==> src/rtl/bit_unpacker.sv <==
// Bit unpacker: accepts 32-bit packed words and hands out LSB-first fields of
// 0..32 bits from a 64-bit staging buffer, undoing the entropy-coder packer.
module bit_unpacker (
    input  logic        clock,
    input  logic        nreset,
    input  logic        word_in_valid,
    input  logic [31:0] word_in,
    output logic        word_in_ready,
    input  logic        req_valid,
    input  logic [5:0]  req_length,
    output logic        req_ready,
    output logic [31:0] data_out,
    output logic        data_out_valid,
    output logic [31:0] peek_data,
    output logic [6:0]  bits_available
);

    logic [63:0] stage_buf;
    logic [6:0]  count;

    logic        req_fire;
    logic        word_fire;
    logic [5:0]  take_len;
    logic [6:0]  remain;
    logic [63:0] shifted;
    logic [63:0] placed;
    logic [63:0] buf_next;
    logic [6:0]  count_next;
    logic [31:0] field_mask;
    logic [31:0] field;

    // Handshakes look only at registered state; an arriving word is never bypassed.
    assign word_in_ready  = (count <= 7'd32);
    assign req_ready      = req_valid && (req_length <= 6'd32) && (count >= {1'b0, req_length});
    assign req_fire       = req_ready;
    assign word_fire      = word_in_valid && word_in_ready;

    assign peek_data      = stage_buf[31:0];
    assign bits_available = count;

    always_comb begin
        take_len   = 6'd0;
        field_mask = 32'd0;
        if (req_fire) begin
            take_len = req_length;
        end
        if (take_len == 6'd32) begin
            field_mask = 32'hFFFF_FFFF;
        end else begin
            field_mask = (32'd1 << take_len) - 32'd1;
        end
        field = stage_buf[31:0] & field_mask;
    end

    // The new word lands directly above whatever survives this cycle's shift.
    always_comb begin
        remain     = count - {1'b0, take_len};
        shifted    = stage_buf >> take_len;
        placed     = {32'd0, word_in} << remain;
        buf_next   = shifted;
        count_next = remain;
        if (word_fire) begin
            buf_next   = shifted | placed;
            count_next = remain + 7'd32;
        end
    end

    always_ff @(posedge clock) begin
        if (nreset) begin
            stage_buf      <= 64'd0;
            count          <= 7'd0;
            data_out       <= 32'd0;
            data_out_valid <= 1'b0;
        end else begin
            stage_buf      <= buf_next;
            count          <= count_next;
            data_out_valid <= req_fire;
            if (req_fire) begin
                data_out <= field;
            end
        end
    end

    // Bits above the fill level must always be zero so peek_data is zero-filled.
    assert property (@(posedge clock) disable iff (nreset) (stage_buf >> count) == 64'd0);
    assert property (@(posedge clock) disable iff (nreset) count <= 7'd64);

`ifdef FORMAL
    assume property (@(posedge clock) req_valid |-> req_length <= 6'd32);
`endif

endmodule

==> config.mk <==
export PLATFORM = sky130hd
export DESIGN_NAME = bit_unpacker
export DESIGN_NICKNAME = d
export VERILOG_FILES = /design/src/rtl/bit_unpacker.sv
export SDC_FILE = /design/constraint.sdc
export NUM_CORES = 1
export LEC_CHECK = 0
export ABC_AREA = 1
export CORE_ASPECT_RATIO = 0.8
export CORE_MARGIN = 2
export CORE_UTILIZATION = 40
export CTS_CLUSTER_DIAMETER = 40
export DETAILED_ROUTE_END_ITERATION = 8
export PLACE_DENSITY_LB_ADDON = 0.2
export SETUP_SLACK_MARGIN = 0.05
export SYNTH_ARGS = -nofsm -noshare
export SYNTH_HDL_FRONTEND = slang
export SYNTH_SLANG_ARGS = --single-unit
==> constraint.sdc <==
create_clock -name clock -period 6.4 [get_ports clock]
set_input_delay 0.64 -clock clock [delete_from_list [all_inputs] [get_ports clock]]
set_output_delay 0.64 -clock clock [all_outputs]
set_load 0.01 [all_outputs]
==> impl_metrics.ini, run 1 <==
[status]
status = finished clean

[clock_network]
cts_sinks = 104
cts_tree = yes
postCtsHoldBufs = 0
clkLatencyLatePin_ns = 0.38
cts_inserted_buffers = 9
cts_resized = 0
cts.reportedPaths.clkPinSlew_ns = 0.07
clock-root-buffer = clkbuf_16
clockBufferDepth = 2
htree_num_levels = 3
postCtsSetupBuffers = 0

[placed_design]
dp_cells = 2352
dpl.hpwl_um = 34400
port_buffers = 115
gp_congestion = 0.954

[drt]
drc = 0
routed_wl_um = 45700
drtPass1Iterations = 6
routed-via-count = 13600
drtIter0Drc = 1828
antenna_left = 0
post_drt_wl_per_cell_um = 19.3
via_per_inst = 5.75

[yosys]
synth_area_leader_cell = nand2_1
synth-async-reset-ratio_pct = 0
synth_seq_area_share_pct = 18.8
ys_ff_latch = 104
syn_area_sq_mm = 0.0111
yosysTopAreaCellShare_pct = 22.3
yosys-top-cells-area = nand2_1 (22%), dfxtp_1 (19%), nand3_1 (11%), o21ai_0 (9.9%), a21oi_1 (5.0%)
avgSynthCellArea_sq_um = 5.49
synthCells = 2015
synth_edf_count = 0
synth_cell_types = 48
yosysWarnings = 0
synth_flop_cell = dfxtp_1
synthesis.nets = 2071

[finish]
antenna_cells = 0
fill_cells = 2964
layout_common_cells = nand2_1 (658), nand3_1 (241), o21ai_0 (220)
fin_cells = 2368
final_layout_size_suffix_gt1_share_pct = 4.14
fin_nets = 2055
layout_commonest_cell = nand2_1
synthToLayoutAreaGrowth_pct = 12.0

[floorplanning]
core_sq_mm = 0.0272
fp.dieW_um = 190
rows = 54
start_util_pct = 40.7
die_area_sq_mm = 0.0290
io-pin-count = 116
die-height_um = 153

[timing]
finalClockSkew_ns = 0.0148
fin_crit_sh_pct = 85.8
tightest_slew_ns = 1.08
max_freq_mhz = 182
finalMaxSlewViolations = 0
hold_viol = 0
finalSetupViolCount = 0
finalSetupTns_ns = 0
rsz0062_at_grt = no
fin_crit_ns = 5.49
slew_headroom_pct = 28.2

[pwr]
p_sw_uw = 3520
clock_power_share_pct = 10.2
p_leak_uw = 0.00567
p_comb_share_pct = 71.5
irDropWorstVdd_uv = 365
powerDensity_mw_per_mm2 = 493
p_seq_share_pct = 18.3
p_sw_share_pct = 57.7
cell_internal_pwr_uw = 2590

[worst_setup_path]
slowest_delay_ns = 0.80
crit_arrival_ns = 5.80
crit_path_end_kind = flip-flop
crit_fanout = 38
worstSetupPathType = in -> reg
cp_slowest_cell = inv_1
cp-start-kind = input pin
r2r_setup_slack_ns = 1.71
required_ns = 6.71
crit_top_cell = inv_1

[global_route]
grtUsageTotal_pct = 31.3
grt_pass1_wl_um = 70400
gr-total-overflow = 0
grt_start_max_net_pins = 91
grt_pass1_vias = 12000
antenna_found_initial = 2

[worst_hold_path]
hold_path_class = reg -> reg

[flow_run]
cap_violations = 0
==> flip-flops by register name, indices dropped and copies added (netlist names) <==
name	count
data_out_valid	1
stage_buf	64
bits_available	7
data_out	32
==> synth_stat cells, drive strengths merged (2+ instances only) <==
master / instances
a31oi: 7
mux2i: 26
o21bai: 2
nand2: 660
nor2: 139
ha: 13
inv: 142
a21boi: 2
nand3: 247
o311ai: 4
xor2: 5
clkbuf: 78
o221ai: 3
clkinv: 2
o21a: 3
o21ai: 261
dfxtp: 104
nor4: 3
a21oi: 110
a21o: 2
nand3b: 2
buf: 93
nand4: 32
a22oi: 2
nor3: 9
o211ai: 39
or2: 19
==> final timing paths <==
check | start | end | cells after the start
max | req_length[2] | stage_buf[28] | 28
min | data_out[15] | data_out[15] | 2
max reg2reg | bits_available[5] | stage_buf[26] | 20
min reg2reg | data_out[15] | data_out[15] | 2
==> through the flow <==
step / utilization [%] / setup slack [ns] / hold WS [ns] / total power, uW / area (sq um)
4_1_cts: 45.5 / 0.971 / 0.467 / 6020 / 12400
6_report: 45.5 / 0.908 / 0.464 / 6110 / 12400
5_1_grt: 45.5 / 0.419 / 0.481 / 6660 / 12400
2_1_floorplan: - / 1.70 / 0.451 / 4090 / 11100
3_5_place_dp: 44.3 / 0.628 / 0.456 / 5370 / 12100
3_3_place_gp: 44.3 / 0.660 / 0.451 / 5330 / 12100
==> metal layers <==
metal | vias up | wire length (um) | GRT usage (%)
li1 | 6612 | - | -
met1 | 6231 | 21000 | 47.2
met2 | 691 | 18300 | 44.7
met3 | 73 | 5310 | 6.29
met4 | 0 | 1080 | 8.08
met5 | - | 0 | 0
==> kinds of logic (layout without fill, tap and decap cells) <==
logic type	after synthesis	after routing	share of synthesized area (%)
XOR/XNOR	6	6	0.610
buffers and inverters	315	304	12.5
adder cells (fa/ha/maj)	14	14	1.65
AND/OR/NAND/NOR	1113	1113	42.7
flip-flops	104	104	18.8
AO/OA/AOI/OAI	437	437	21.4
multiplexers	26	26	2.35
==> power by group through the flow <==
stage | Sequential, uW | Combinational [uW] | Clock (uW)
6_report | 1120 | 4370 | 621
5_1_grt | 1120 | 4880 | 654
4_1_cts | 1100 | 4280 | 635
3_5_place_dp | 1110 | 4260 | 0
3_3_place_gp | 1120 | 4220 | 0
2_1_floorplan | 955 | 3130 | 0
==> critical path, delay by kind of cell <==
kind / cells / cell delay [ns]
buffers and inverters: 10 / 2.31
adder cells (fa/ha/maj): 3 / 0.99
AO/OA/AOI/OAI: 6 / 0.82
AND/OR/NAND/NOR: 8 / 0.83
XOR/XNOR: 1 / 0.19
==> layout make-up <==
cell class	count	area [sq um]	area share, %
Inverter	144	541	4.36
Multi-Input combinational cell	1596	7630	61.6
Clock buffer	14	284	2.29
Timing Repair Buffer	144	1360	11.0
Tap cell	364	455	3.67
Clock inverter	2	35.0	0.283
Sequential cell	104	2080	16.8
Power figures use the tool's default switching activity.
==> inputs of run 2 (changes only) <==
SKIP_LAST_GASP = 1   (was unset)
==> results of run 2 <==
No change in the layout: final DEF, timing and power equal those of run 1.
==> inputs of run 3 (changes only) <==
TNS_END_PERCENT = 20   (was unset)
==> results of run 3 <==
No change in the layout: final DEF, timing and power equal those of run 1.
==> edit 1, RTL diff (config.mk and constraints of run 2) <==
`stage_buf` no longer has a reset.
--- a/src/rtl/bit_unpacker.sv
+++ b/src/rtl/bit_unpacker.sv
@@ -67,18 +67,20 @@
 
     always_ff @(posedge clock) begin
         if (nreset) begin
-            stage_buf      <= 64'd0;
             count          <= 7'd0;
             data_out       <= 32'd0;
             data_out_valid <= 1'b0;
         end else begin
-            stage_buf      <= buf_next;
             count          <= count_next;
             data_out_valid <= req_fire;
             if (req_fire) begin
                 data_out <= field;
             end
         end
+    end
+
+    always_ff @(posedge clock) begin
+        stage_buf <= buf_next;
     end
 
     // Bits above the fill level must always be zero so peek_data is zero-filled.
Function: changed (Yosys sat finds a counterexample within 4 cycles, from zero or initial values and one cycle with nreset high).
==> edit 1 against run 2 <==
  * Sequential power rose by 15%
  * Final area is 2.0% lower
  * Synthesized area shrank 2.1%
  * Sequential cell count is the same
  * Power rose by 12%
  * Routed wire length down 7.3%
  * Via count shrank 5.6%
  * Setup slack improved by 0.34 ns
  * Largest cell class unchanged
  * Largest power group unchanged
  * Highest routed layer unchanged
==> edit 1: results (changes against run 2) <==
YOSYS_WARNINGS=0  # unchanged
DETAIL_ROUTE.VIAS_PER_CELL=5.63  # was 5.75
POST_SYNTH_MAIN_AREA_CONTRIBUTORS='sky130_fd_sc_hd__nand2_1, sky130_fd_sc_hd__dfxtp_1, sky130_fd_sc_hd__o21ai_0, sky130_fd_sc_hd__nand3_1, sky130_fd_sc_hd__inv_1'  # was sky130_fd_sc_hd__nand2_1, sky130_fd_sc_hd__dfxtp_1, sky130_fd_sc_hd__nand3_1, sky130_fd_sc_hd__o21ai_0, sky130_fd_sc_hd__a21oi_1
FINALNETCOUNT=1976  # was 2055
PRE_CTS_WS_NS=0.911  # was 0.628 ns
GLOBALPLACE.CONGESTION=0.971  # was 0.954
MAXIMUM_NUMBER_OF_PINS_ON_ONE_NET_BEFORE_GLOBAL_ROUTE_REPAIR=93  # was 91
MAX_SLEW.WORST_PIN.SLEW_NS=1.15  # was 1.08 ns
HPWLAFTERDP_MM=32.6  # was 34.4 mm
DRIVE_ABOVE_1_SHARE=0.0457  # was 0.0414
DRT-TOTAL-WL_MM=42.4  # was 45.7 mm
CRITICAL-PATH-MAX-STAGE-DELAY_NS=0.56  # was 0.80 ns
CLOCK_TREE.BUFFER_DEPTH=2  # unchanged
STATUS='completed'  # unchanged
SKEW_FINAL_NS=0.0149  # was 0.0148 ns
GRT_FIRST_PASS_WIRELENGTH_MM=65.4  # was 70.4 mm
TIMING.CRITICAL_PATH.FANOUT_MAX=37  # was 38
GRT_USE_TOTAL=0.297  # was 0.313
PLACED_INSTANCE_COUNT=2266  # was 2352
YS_SEQ_AREA_FRAC=0.192  # was 0.188
MOST_FREQUENT_CELLS_AFTER_SYNTHESIS='sky130_fd_sc_hd__nand2_1, sky130_fd_sc_hd__o21ai_0, sky130_fd_sc_hd__inv_1, sky130_fd_sc_hd__nor2_1, sky130_fd_sc_hd__nand3_1'  # was sky130_fd_sc_hd__nand2_1, sky130_fd_sc_hd__nand3_1, sky130_fd_sc_hd__o21ai_0, sky130_fd_sc_hd__inv_1, sky130_fd_sc_hd__nor2_1
POST_SYNTH_INST_COUNT=1931  # was 2015
LARGEST_REG_FLOPS=64  # unchanged
FIRST_GLOBAL_VIAS=11438  # was 11964
CRIT_SLOWEST_CELL='sky130_fd_sc_hd__inv_1'  # unchanged
SYNTH_CELL_TYPE_COUNT=45  # was 48
NUMBER_OF_CELLS_ON_THE_WORST_REG_TO_REG_PATH=19  # was 20
IR_WORST_VDD_mV=0.356  # was 0.365 mV
POWER.STATIC_LEAKAGE_nW=5.52  # was 5.67 nW
CRITICAL_PATH_ARRIVAL_NS=5.42  # was 5.80 ns
WIRE_PER_INST_MICRONS=18.6  # was 19.3 microns
DR.FIRST_ITER.DRC_COUNT=1566  # was 1828
[edit 1: cell count changes after synthesis, moves of 13 or more]
cell and delta:
sky130_fd_sc_hd__nand3_1 -132, sky130_fd_sc_hd__o21ai_1 +59, sky130_fd_sc_hd__a21oi_1 -52, sky130_fd_sc_hd__nand2_1 -52
sky130_fd_sc_hd__o21ai_0 +51, sky130_fd_sc_hd__buf_2 -17, sky130_fd_sc_hd__o22ai_1 +13
[edit 1: worst paths after layout]
check,from,slack (ns),end
max,req_length[2],1.24,stage_buf[24]
min,data_out[21],0.46,data_out[21]
max reg2reg,bits_available[5],1.82,stage_buf[24]
min reg2reg,data_out[21],0.46,data_out[21]
[edit 1: through the flow]
stage                     hold WS [ns]  total power [mW]   util  cell area, sq um
after floorplan                  0.453              4.59      -             10800
after global placement           0.453              6.15  0.448             11900
after detailed placement         0.457              6.15  0.448             11900
after CTS                        0.468              6.75  0.459             12100
after global routing             0.486              7.45  0.459             12100
final                            0.463              6.85  0.459             12100
[edit 1: layer usage]
metal,vias to the layer above,part of all wire,global-route usage
li1,6344,-,-
met1,5893,0.47,0.432
met2,561,0.42,0.449
met3,48,0.095,0.0556
met4,0,0.019,0.0768
met5,-,0,0
[edit 1: where the power goes]
part / switching (mW) / internal [mW]
clock: 0.302 / 0.273
combinational: 3.37 / 1.62
sequential: 0.353 / 0.932
total: 4.02 / 2.82
[edit 1: final cells by class]
| type | instances | area, sq um |
|---|---|---|
| multi-input cells | 1514 | 7410 |
| clock buffers | 9 | 225 |
| flip-flops and latches | 104 | 2080 |
| fillers | 2863 | 14300 |
| clock inverters | 7 | 61.3 |
| well taps | 357 | 447 |
| repair buffers | 145 | 1380 |
| inverters | 146 | 548 |
[edit 1: cells by family (layout without fill, tap and decap cells)]
family / after synthesis / count (layout) / synth area share
xor+xnor: 6 / 6 / 0.00554
buf+inv: 313 / 307 / 0.127
simple gates: 947 / 947 / 0.370
flops: 104 / 104 / 0.192
fa+ha+maj: 14 / 14 / 0.0169
mux: 37 / 37 / 0.0342
compound gates: 510 / 510 / 0.254
==> edit 2, RTL diff (config.mk and constraints of run 2) <==
Without the edit above. Reset style: asynchronous (`nreset`), changed in one clocked block.
--- a/src/rtl/bit_unpacker.sv
+++ b/src/rtl/bit_unpacker.sv
@@ -65,7 +65,7 @@
         end
     end
 
-    always_ff @(posedge clock) begin
+    always_ff @(posedge clock or posedge nreset) begin
         if (nreset) begin
             stage_buf      <= 64'd0;
             count          <= 7'd0;
Behaviour: differs if nreset is asserted again (counterexample within 4 cycles, from zero or initial values and one cycle with nreset high); with nreset held inactive, the same outputs for 4 cycles.
==> edit 2 against run 2 <==
  * Core utilization up 0.26 points
  * Critical path depth down 4
  * Final area up 1.3%
  * Largest power group unchanged
  * Routed wire length up 4.8%
  * Worst hold slack better by 0.018 ns
  * Highest routed layer unchanged
  * Die area up 1.3%
  * Sequential cell count unchanged
  * Synthesized area up 1.4%
  * Largest cell class unchanged
  * Setup slack better by 0.095 ns
  * Register-to-register slack better by 0.08 ns
  * Power up 24%
  * Via count down 2.9%
  * Fmax up 1.8%
==> edit 2: results (changes against run 2) <==
STATUS='completed'  # unchanged
NFILLCELLS=3023  # was 2964
CLOCK_SLEW_SEEN_BY_THE_REGISTERS_OF_THE_WORST_SETUP_AND_HOLD_PATHS_NS=0.09  # was 0.07 ns
HOLD_PATH_STARTPOINT='data_out[20]'  # was data_out[15]
YS_SEQ_AREA_FRAC=0.232  # was 0.188
FIRST_GLOBAL_VIAS=11590  # was 11964
DRT-TOTAL-WL_MM=47.9  # was 45.7 mm
WIRE_PER_INST_MICRONS=20.7  # was 19.3 microns
MAX_SLEW.WORST_PIN.SLEW_NS=1.03  # was 1.08 ns
IO_BUF_COUNT=115  # unchanged
SYNTH_CELL_TYPE_COUNT=53  # was 48
DR.FIRST_ITER.DRC_COUNT=1552  # was 1828
POWER.STATIC_LEAKAGE_nW=6.21  # was 5.67 nW
WORST_R2R_ENDPOINT='stage_buf[33]'  # was stage_buf[26]
WORST_HOLD_PATH.ENDPOINT='data_out[20]'  # was data_out[15]
DRIVE_ABOVE_1_SHARE=0.0445  # was 0.0414
R2R_SLACK_NS=1.79  # was 1.71 ns
IR_WORST_VDD_mV=0.385  # was 0.365 mV
PLACED_INSTANCE_COUNT=2301  # was 2352
DOMINANTREGCELLSYNTH='sky130_fd_sc_hd__dfrtp_1'  # was sky130_fd_sc_hd__dfxtp_1
PLACED_CELL_AREA_SQ_UM=12200  # was 12100 sq um
ASYNCSETRESETFLOPFRACSYNTH=1.00  # was 0
POST_SYNTH.CELL_AREA_AVG_SQ_UM=5.75  # was 5.49 sq um
GRT_FIRST_PASS_WIRELENGTH_MM=72.9  # was 70.4 mm
SKEW_FINAL_NS=0.0162  # was 0.0148 ns
POST_SYNTH_MAIN_AREA_CONTRIBUTORS='sky130_fd_sc_hd__nand2_1, sky130_fd_sc_hd__dfrtp_1, sky130_fd_sc_hd__nand3_1, sky130_fd_sc_hd__o21ai_0, sky130_fd_sc_hd__inv_1'  # was sky130_fd_sc_hd__nand2_1, sky130_fd_sc_hd__dfxtp_1, sky130_fd_sc_hd__nand3_1, sky130_fd_sc_hd__o21ai_0, sky130_fd_sc_hd__a21oi_1
GRT_USE_TOTAL=0.324  # was 0.313
TIMING.CRITICAL_PATH.FANOUT_MAX=21  # was 38
NUMBER_OF_ANTENNA_VIOLATIONS_AT_THE_FIRST_CHECK_IN_GLOBAL_ROUTING=1  # was 2
GLOBALPLACE.CONGESTION=1.00  # was 0.954
NUMBER_OF_CELLS_ON_THE_WORST_REG_TO_REG_PATH=21  # was 20
SYNTHESIZED_NET_COUNT=2007  # was 2071
PRE_CTS_WS_NS=0.662  # was 0.628 ns
R2R_START='bits_available[4]'  # was bits_available[5]
HPWLAFTERDP_MM=36.9  # was 34.4 mm
FINALHOLDWORSTSLACK_NS=0.482  # was 0.464 ns
## edit 2: power by group
part / internal (mW) / leakage (nW) / total [mW] / switching [mW]
sequential: 0.982 / 1.27 / 1.32 / 0.342
combinational: 1.78 / 4.78 / 5.66 / 3.88
clock: 0.282 / 0.151 / 0.607 / 0.325
total: 3.05 / 6.21 / 7.59 / 4.55
## edit 2: final cells by class
cell class | instances | area, sq um | share of cell area
Multi-Input combinational cell | 1536 | 7240 | 0.576
Sequential cell | 104 | 2600 | 0.207
Timing Repair Buffer | 144 | 1370 | 0.109
Inverter | 153 | 579 | 0.0461
Tap cell | 364 | 455 | 0.0363
Clock buffer | 9 | 225 | 0.0179
Clock inverter | 7 | 86.3 | 0.00688
Antenna cell | 1 | 2.50 | 0.000199
## edit 2: layer usage
layer  GRT usage  up-vias  wire length [microns]
li1            -     6371                      -
met1       0.507     6118                  23000
met2       0.467      667                  19700
met3      0.0457       55                   4290
met4      0.0667        0                    935
met5           0        -                      0
## edit 2: cell families after synthesis
group	Yosys count	share of synthesized area
xor+xnor	6	0.00468
compound gates	357	0.176
fa+ha+maj	14	0.0163
flops	104	0.232
buf+inv	311	0.125
mux	15	0.0134
simple gates	1144	0.433
## edit 2: worst max-delay path, cell delays in order
cell                              delay, ns
sky130_fd_sc_hd__clkdlybuf4s50_1       0.45
sky130_fd_sc_hd__buf_4                 0.21
sky130_fd_sc_hd__inv_1                 0.26
sky130_fd_sc_hd__ha_1                  0.40
sky130_fd_sc_hd__a21oi_1               0.13
sky130_fd_sc_hd__nand2_1               0.07
sky130_fd_sc_hd__nand2_1               0.07
sky130_fd_sc_hd__nand3_2               0.18
sky130_fd_sc_hd__nand3_4               0.12
sky130_fd_sc_hd__inv_2                 0.05
sky130_fd_sc_hd__ha_1                  0.19
sky130_fd_sc_hd__inv_1                 0.08
sky130_fd_sc_hd__fa_1                  0.24
sky130_fd_sc_hd__a21oi_1               0.08
sky130_fd_sc_hd__o21ai_0               0.41
sky130_fd_sc_hd__a21oi_1               0.13
sky130_fd_sc_hd__nor2_1                0.12
sky130_fd_sc_hd__nor2_1                0.07
sky130_fd_sc_hd__nor2_1                0.14
sky130_fd_sc_hd__buf_4                 0.27
sky130_fd_sc_hd__nand2_1               0.53
sky130_fd_sc_hd__o21ai_0               0.56
sky130_fd_sc_hd__inv_1                 0.12
sky130_fd_sc_hd__nand2_1               0.15
## edit 2: how the worst max path moves through the flow
stage	start	to	slack, ns	depth (start not counted)
global placement	req_length[2]	stage_buf[55]	0.75	25
CTS	req_length[2]	stage_buf[55]	1.06	25
finish	req_length[2]	stage_buf[33]	1.00	24
floorplan	req_length[2]	stage_buf[38]	1.89	26
detailed placement	req_length[2]	stage_buf[55]	0.66	25
global route	req_length[2]	stage_buf[30]	0.52	27
